## src/rtl/forward_unit_pkg.sv

```systemverilog
// Shared pipeline types and forwarding select codes for the EX-stage hazard logic.
package riscv_pkg;

    localparam int REG_W = 5;

    localparam logic [1:0] FWD_REG = 2'd0;
    localparam logic [1:0] FWD_WB  = 2'd1;
    localparam logic [1:0] FWD_MEM = 2'd2;

    typedef struct packed {
        logic [REG_W-1:0] rd;
        logic             regWrite;
        logic             memRead;
    } hz_slot_t;

    localparam hz_slot_t HZ_BUBBLE = '{rd: {REG_W{1'b0}}, regWrite: 1'b0, memRead: 1'b0};

    // x0 is hardwired, so a write to it is never a real producer
    function automatic logic slot_live(input logic wr, input logic [REG_W-1:0] rd);
        return wr && (rd != {REG_W{1'b0}});
    endfunction

    function automatic logic writes_reg(input logic wr, input logic [REG_W-1:0] rd,
                                        input logic [REG_W-1:0] r);
        return slot_live(wr, rd) && (rd == r);
    endfunction

endpackage

```

## src/rtl/forward_unit_if.sv

```systemverilog
// ID-stage hazard inputs and EX-stage forwarding/stall outputs of forward_unit.
interface forward_unit_if;
    import riscv_pkg::*;

    logic [REG_W-1:0] ID_rs1;
    logic [REG_W-1:0] ID_rs2;
    logic [REG_W-1:0] ID_rd;
    logic             ID_usesRs1;
    logic             ID_usesRs2;
    logic             ID_regWrite;
    logic             ID_memRead;
    logic             flush;
    logic [1:0]       forwardA;
    logic [1:0]       forwardB;
    logic             stall;
    logic [REG_W-1:0] EX_rd;
    logic [REG_W-1:0] MEM_rd;
    logic [REG_W-1:0] WB_rd;
    logic             EX_wr;
    logic             MEM_wr;
    logic             WB_wr;

    modport slave (
        input  ID_rs1, ID_rs2, ID_rd, ID_usesRs1, ID_usesRs2, ID_regWrite, ID_memRead, flush,
        output forwardA, forwardB, stall, EX_rd, MEM_rd, WB_rd, EX_wr, MEM_wr, WB_wr
    );

    modport master (
        output ID_rs1, ID_rs2, ID_rd, ID_usesRs1, ID_usesRs2, ID_regWrite, ID_memRead, flush,
        input  forwardA, forwardB, stall, EX_rd, MEM_rd, WB_rd, EX_wr, MEM_wr, WB_wr
    );

endinterface

```

## src/rtl/forward_unit_fwd_sel.sv

```systemverilog
// Per-source forward select: nearest non-load producer in EX wins, then MEM, else regfile.
module fwd_sel
    import riscv_pkg::*;
(
    input  logic [REG_W-1:0] i_rs,
    input  logic             i_uses,
    input  hz_slot_t         i_ex,
    input  logic [REG_W-1:0] i_mem_rd,
    input  logic             i_mem_wr,
    output logic [1:0]       o_code
);

    // A load in EX has no data yet; that case is covered by the stall, not by forwarding
    always_comb begin
        o_code = FWD_REG;
        if (!i_uses) begin
            o_code = FWD_REG;
        end else if (writes_reg(i_ex.regWrite, i_ex.rd, i_rs) && !i_ex.memRead) begin
            o_code = FWD_MEM;
        end else if (writes_reg(i_mem_wr, i_mem_rd, i_rs)) begin
            o_code = FWD_WB;
        end else begin
            o_code = FWD_REG;
        end
    end

endmodule

```

## src/rtl/forward_unit.sv

```systemverilog
// Tracks EX/MEM/WB destinations, registers EX operand forward selects and
// raises a one-cycle load-use stall; stall and flush both insert a bubble into EX.
module forward_unit
    import riscv_pkg::*;
(
    input logic           clock,
    input logic           resetn,
    forward_unit_if.slave bus
);

    hz_slot_t         r_ex;
    logic [REG_W-1:0] r_mem_rd;
    logic             r_mem_wr;
    logic [REG_W-1:0] r_wb_rd;
    logic             r_wb_wr;
    logic [1:0]       r_fwd_a;
    logic [1:0]       r_fwd_b;

    hz_slot_t         w_id_slot;
    logic             w_hazard;
    logic             w_stall;
    logic             w_bubble;
    logic [1:0]       w_code_a;
    logic [1:0]       w_code_b;

    assign w_id_slot = '{rd: bus.ID_rd, regWrite: bus.ID_regWrite, memRead: bus.ID_memRead};

    // Load-use detection against the instruction currently in EX; flush wins
    always_comb begin
        w_hazard = (bus.ID_usesRs1 && writes_reg(r_ex.regWrite, r_ex.rd, bus.ID_rs1)) ||
                   (bus.ID_usesRs2 && writes_reg(r_ex.regWrite, r_ex.rd, bus.ID_rs2));
        w_stall  = 1'b0;
        if (bus.flush) begin
            w_stall = 1'b0;
        end else if (r_ex.memRead && w_hazard) begin
            w_stall = 1'b1;
        end else begin
            w_stall = 1'b0;
        end
        w_bubble = w_stall || bus.flush;
    end

    fwd_sel u_fwd_a (
        .i_rs     (bus.ID_rs1),
        .i_uses   (bus.ID_usesRs1),
        .i_ex     (r_ex),
        .i_mem_rd (r_mem_rd),
        .i_mem_wr (r_mem_wr),
        .o_code   (w_code_a)
    );

    fwd_sel u_fwd_b (
        .i_rs     (bus.ID_rs2),
        .i_uses   (bus.ID_usesRs2),
        .i_ex     (r_ex),
        .i_mem_rd (r_mem_rd),
        .i_mem_wr (r_mem_wr),
        .o_code   (w_code_b)
    );

    // Slot advance and forward-select registers share the edge that loads EX
    always_ff @(posedge clock or negedge resetn) begin
        if (!resetn) begin
            r_ex     <= HZ_BUBBLE;
            r_mem_rd <= {REG_W{1'b0}};
            r_mem_wr <= 1'b0;
            r_wb_rd  <= {REG_W{1'b0}};
            r_wb_wr  <= 1'b0;
            r_fwd_a  <= FWD_REG;
            r_fwd_b  <= FWD_REG;
        end else begin
            r_wb_rd  <= r_mem_rd;
            r_wb_wr  <= r_mem_wr;
            r_mem_rd <= r_ex.rd;
            r_mem_wr <= r_ex.regWrite;
            if (w_bubble) begin
                r_ex    <= HZ_BUBBLE;
                r_fwd_a <= FWD_REG;
                r_fwd_b <= FWD_REG;
            end else begin
                r_ex    <= w_id_slot;
                r_fwd_a <= w_code_a;
                r_fwd_b <= w_code_b;
            end
        end
    end

    assign bus.forwardA = r_fwd_a;
    assign bus.forwardB = r_fwd_b;
    assign bus.stall    = w_stall;
    assign bus.EX_rd    = r_ex.rd;
    assign bus.MEM_rd   = r_mem_rd;
    assign bus.WB_rd    = r_wb_rd;
    assign bus.EX_wr    = slot_live(r_ex.regWrite, r_ex.rd);
    assign bus.MEM_wr   = slot_live(r_mem_wr, r_mem_rd);
    assign bus.WB_wr    = slot_live(r_wb_wr, r_wb_rd);

endmodule

```

## src/flat_wrapper.sv

```systemverilog
// flat-port wrapper written by rule: the top's interface ports become plain ports
module forward_unit_flat import riscv_pkg::*;
  (clock, resetn, bus_ID_rs1, bus_ID_rs2, bus_ID_rd, bus_ID_usesRs1, bus_ID_usesRs2, bus_ID_regWrite, bus_ID_memRead, bus_flush, bus_forwardA, bus_forwardB, bus_stall, bus_EX_rd, bus_MEM_rd, bus_WB_rd, bus_EX_wr, bus_MEM_wr, bus_WB_wr);
  forward_unit_if bus_i ();
  input logic clock;
  input logic resetn;
  input wire logic [$bits(bus_i.ID_rs1)-1:0] bus_ID_rs1;
  input wire logic [$bits(bus_i.ID_rs2)-1:0] bus_ID_rs2;
  input wire logic [$bits(bus_i.ID_rd)-1:0] bus_ID_rd;
  input wire logic [$bits(bus_i.ID_usesRs1)-1:0] bus_ID_usesRs1;
  input wire logic [$bits(bus_i.ID_usesRs2)-1:0] bus_ID_usesRs2;
  input wire logic [$bits(bus_i.ID_regWrite)-1:0] bus_ID_regWrite;
  input wire logic [$bits(bus_i.ID_memRead)-1:0] bus_ID_memRead;
  input wire logic [$bits(bus_i.flush)-1:0] bus_flush;
  output wire logic [$bits(bus_i.forwardA)-1:0] bus_forwardA;
  output wire logic [$bits(bus_i.forwardB)-1:0] bus_forwardB;
  output wire logic [$bits(bus_i.stall)-1:0] bus_stall;
  output wire logic [$bits(bus_i.EX_rd)-1:0] bus_EX_rd;
  output wire logic [$bits(bus_i.MEM_rd)-1:0] bus_MEM_rd;
  output wire logic [$bits(bus_i.WB_rd)-1:0] bus_WB_rd;
  output wire logic [$bits(bus_i.EX_wr)-1:0] bus_EX_wr;
  output wire logic [$bits(bus_i.MEM_wr)-1:0] bus_MEM_wr;
  output wire logic [$bits(bus_i.WB_wr)-1:0] bus_WB_wr;
  assign bus_i.ID_rs1 = bus_ID_rs1;
  assign bus_i.ID_rs2 = bus_ID_rs2;
  assign bus_i.ID_rd = bus_ID_rd;
  assign bus_i.ID_usesRs1 = bus_ID_usesRs1;
  assign bus_i.ID_usesRs2 = bus_ID_usesRs2;
  assign bus_i.ID_regWrite = bus_ID_regWrite;
  assign bus_i.ID_memRead = bus_ID_memRead;
  assign bus_i.flush = bus_flush;
  assign bus_forwardA = bus_i.forwardA;
  assign bus_forwardB = bus_i.forwardB;
  assign bus_stall = bus_i.stall;
  assign bus_EX_rd = bus_i.EX_rd;
  assign bus_MEM_rd = bus_i.MEM_rd;
  assign bus_WB_rd = bus_i.WB_rd;
  assign bus_EX_wr = bus_i.EX_wr;
  assign bus_MEM_wr = bus_i.MEM_wr;
  assign bus_WB_wr = bus_i.WB_wr;
  forward_unit u_core (.clock(clock), .resetn(resetn), .bus(bus_i));
endmodule
```

## config.mk

```make
export PLATFORM = sky130hd
export DESIGN_NAME = forward_unit_flat
export DESIGN_NICKNAME = d
export VERILOG_FILES = /design/src/rtl/forward_unit_pkg.sv /design/src/rtl/forward_unit_if.sv /design/src/rtl/forward_unit_fwd_sel.sv /design/src/rtl/forward_unit.sv /design/src/flat_wrapper.sv
export SDC_FILE = /design/constraint.sdc
export NUM_CORES = 1
export LEC_CHECK = 0
export CAP_MARGIN = 10
export CORE_UTILIZATION = 40
export CTS_CLUSTER_SIZE = 20
export DETAILED_ROUTE_END_ITERATION = 8
export PLACE_DENSITY = 0.76
export SLEW_MARGIN = 10
export SYNTH_ARGS = -nofsm -noshare
export SYNTH_HDL_FRONTEND = slang
export SYNTH_SLANG_ARGS = --single-unit
```

## constraint.sdc

```tcl
create_clock -name clock -period 5.5 [get_ports clock]
set_input_delay 0.825 -clock clock [delete_from_list [all_inputs] [get_ports clock]]
set_output_delay 0.825 -clock clock [all_outputs]
set_load 0.02 [all_outputs]
```

==> reports/results.txt <==
final setup TNS: 0 ps
antenna violations before repair: 0
delay of the slowest critical-path stage: 620 ps
Layout fillers: 215
Worst-Skew Late Latency: 310 ps
WP data required: 4680 ps
layout cells sized above 1: 11.8%
Achievable Freq: 0.256 GHz
synth unique cells: 25
final worst-path cycle share: 71.1%
minimum clock period: 3910 ps
DR vias: 780
clock sink total: 23
synth warn: 0
main combinational cell family by area after synthesis: simple AND/OR/NAND/NOR gates
Area Overhead vs Synth: 42.9%
met3 WL: 142 µm
Power, Total: 331 µW
fin util: 61.3%
number of global-route vias before repair: 852
postcts setup bufs: 0
register area share after synthesis: 53.2%
DRC errors left: 0
Initial Utilization: 42.9%
Fin. Hold Viols: 0
Wirelength per Cell: 14.5 µm
antenna viol nets, final: 0
DR top layer: met4
post-layout instance count excluding filler cells: 157
core area: 2520 µm²
CP Depth: 7
DRT Pass-1 Iters: 4
CTS Buffer Depth: 2
Cells after DPL: 153
final slew viol count: 0
Worst-Margin Slew: 973 ps
Synth Area per Inst: 12.7 µm²
Worst path most repeated cell: clkdlybuf4s50_1
CP Launch Type: input pin
WL met2: 1150 µm
Inserted Diodes: 0
hold buffers post-CTS: 0
grt total ovfl: 0
slowest CP cell: clkdlybuf4s50_1
mux contribution to synthesized area: 0%
Slew HR: 34.9%
Syn Nets: 107
Post-Syn Area: 1080 µm²
crit path kind: in -> out
Worst VDD drop: 145 µV
Setup violations, final: 0
row count: 18
hold path depth: 0
Tot GR Track Use: 19.1%
status: finished, final reports clean
#FFs+latches synth: 23
Tightest Hold Check Type: reg -> reg
clk_skew: 8.06 ps
Clock transition at path regs: 120 ps
Synth Instances: 85
post-synthesis compound-gate area fraction: 4.05%
DRT iter0 DRCs: 5
Finished Cell Area: 1550 µm²
post-CTS sizing: 0
capturing element type of the critical path: output port
RePlAce Congestion: 0.781
max_cap viols: 0
Post-DP HPWL: 1830 µm
Die H: 54.0 µm
Nets: 150
final hold slack: 391 ps
Lkg Pwr: 0.630 nW
CP max FO: 8
crit path cell chain: clkdlybuf4s50_1 > xnor2_1 > nand4_1 > nor4b_2 > o21a_4 > nor2b_1 > clkdlybuf4s50_1
pre-CTS setup slack: 1570 ps
Synth Area in XOR/XNOR: 16.2%
I/O Buffers: 44
unrepaired setup endpoints after global routing: no
CTS tree: done
root buf cell: clkbuf_4
Die W: 54.0 µm
WL met1: 934 µm
crit-path leading delay family: buffers and inverters
min setup slack post-route: 1590 ps
H-tree depth: 1
die area: 2920 µm²
largest net degree at the start of global routing: 24
Area after DPL: 1520 µm²
first-pass GRT wire length: 3800 µm
r2r worst-path depth: 5
Total Wirelength: 2280 µm
Adder-Cell Fraction of Synth Area: 0%
mean number of vias per cell: 4.97
pwr dens: 214 nW/µm²
Simple-Gate Fraction of Synth Area: 22.4%
I/O pin cnt: 45
Inserted Clock Buffers: 3
crit path DAT: 3080 ps
worst path buffer plus inverter count: 2
registers in the layout (all words and copies together) (netlist names):
name                 flops
u_core.bus.MEM_rd        5
u_core.bus.WB_rd         5
u_core.r_ex              2
u_core.bus.EX_rd         5
u_core.bus.forwardB      2
u_core.bus.forwardA      2
u_core.r_mem_wr          1
u_core.r_wb_wr           1
where the power goes:
group          total [mW]  internal, mW  leakage, nW  switching (mW)
sequential          0.185         0.176        0.301         0.00905
clock              0.0765        0.0272       0.0177          0.0493
combinational      0.0694        0.0391        0.311          0.0303
total               0.331         0.243        0.630          0.0886
cells in the final DEF, fill, tap and decap left out, types with 2 or more instances in the layout:
cell,Yosys,routed
clkbuf_4,0,3
clkdlybuf4s50_1,0,44
dfrtp_1,23,23
nand2_1,2,2
nand4_1,4,4
nor2b_1,2,2
nor3_1,3,3
nor3b_1,2,2
nor3b_2,7,7
nor4_1,2,2
or4_1,2,2
xnor2_1,12,12
xor2_1,8,8
path summary, 6_finish.rpt:
| check | startpoint | endpoint | slack, ps |
|---|---|---|---|
| max in group asynchronous | resetn | u_core.bus.EX_rd[1]$_DFF_PN0_ | 3870 |
| max | bus_ID_rs1[3] | bus_stall | 1590 |
| min in group asynchronous | resetn | u_core.r_wb_wr$_DFF_PN0_ | 1030 |
| min | u_core.r_mem_wr$_DFF_PN0_ | u_core.r_wb_wr$_DFF_PN0_ | 390 |
| min reg2reg | u_core.r_mem_wr$_DFF_PN0_ | u_core.r_wb_wr$_DFF_PN0_ | 390 |
| max reg2reg | u_core.bus.EX_rd[1]$_DFF_PN0_ | u_core.bus.EX_rd[1]$_DFF_PN0_ | 3700 |
Yosys cell counts, drive strengths merged:
master / count / area share [%]
nor2: 2 / 1.4
nor4b: 1 / 1.4
a221oi: 1 / 0.81
nand3: 1 / 0.46
nand2: 2 / 0.69
nor2b: 2 / 1.2
a211oi: 1 / 0.69
nand4: 4 / 2.3
inv: 1 / 0.35
clkbuf: 1 / 0.35
or4: 3 / 2.4
xor2: 8 / 6.5
o21ai: 1 / 0.46
nand2b: 1 / 0.58
xnor2: 12 / 9.7
nor4: 2 / 1.2
nor3: 3 / 1.4
o21a: 2 / 2.1
nor3b: 9 / 9.5
buf: 5 / 3.5
dfrtp: 23 / 53
area by class of cell:
| class | count | area (µm²) | share of cell area (%) |
|---|---|---|---|
| Tap cell | 30 | 37.5 | 2.43 |
| Multi-Input combinational cell | 55 | 462 | 29.9 |
| Clock inverter | 1 | 5.00 | 0.324 |
| Inverter | 1 | 3.75 | 0.243 |
| Sequential cell | 23 | 576 | 37.2 |
| Clock buffer | 3 | 22.5 | 1.46 |
| Timing Repair Buffer | 44 | 440 | 28.5 |
per-layer routing:
layer / vias up / track usage [%]
met3: 5 / 2.82
met2: 34 / 32.9
li1: 378 / -
met4: 0 / 8.97
met5: - / 0
met1: 363 / 23.2
cells by family after synthesis:
| kind of cell | after synthesis |
|---|---|
| buffers and inverters | 7 |
| XOR/XNOR | 20 |
| flip-flops | 23 |
| AO/OA/AOI/OAI | 5 |
| AND/OR/NAND/NOR | 30 |
(Power assumes the default switching activity.)
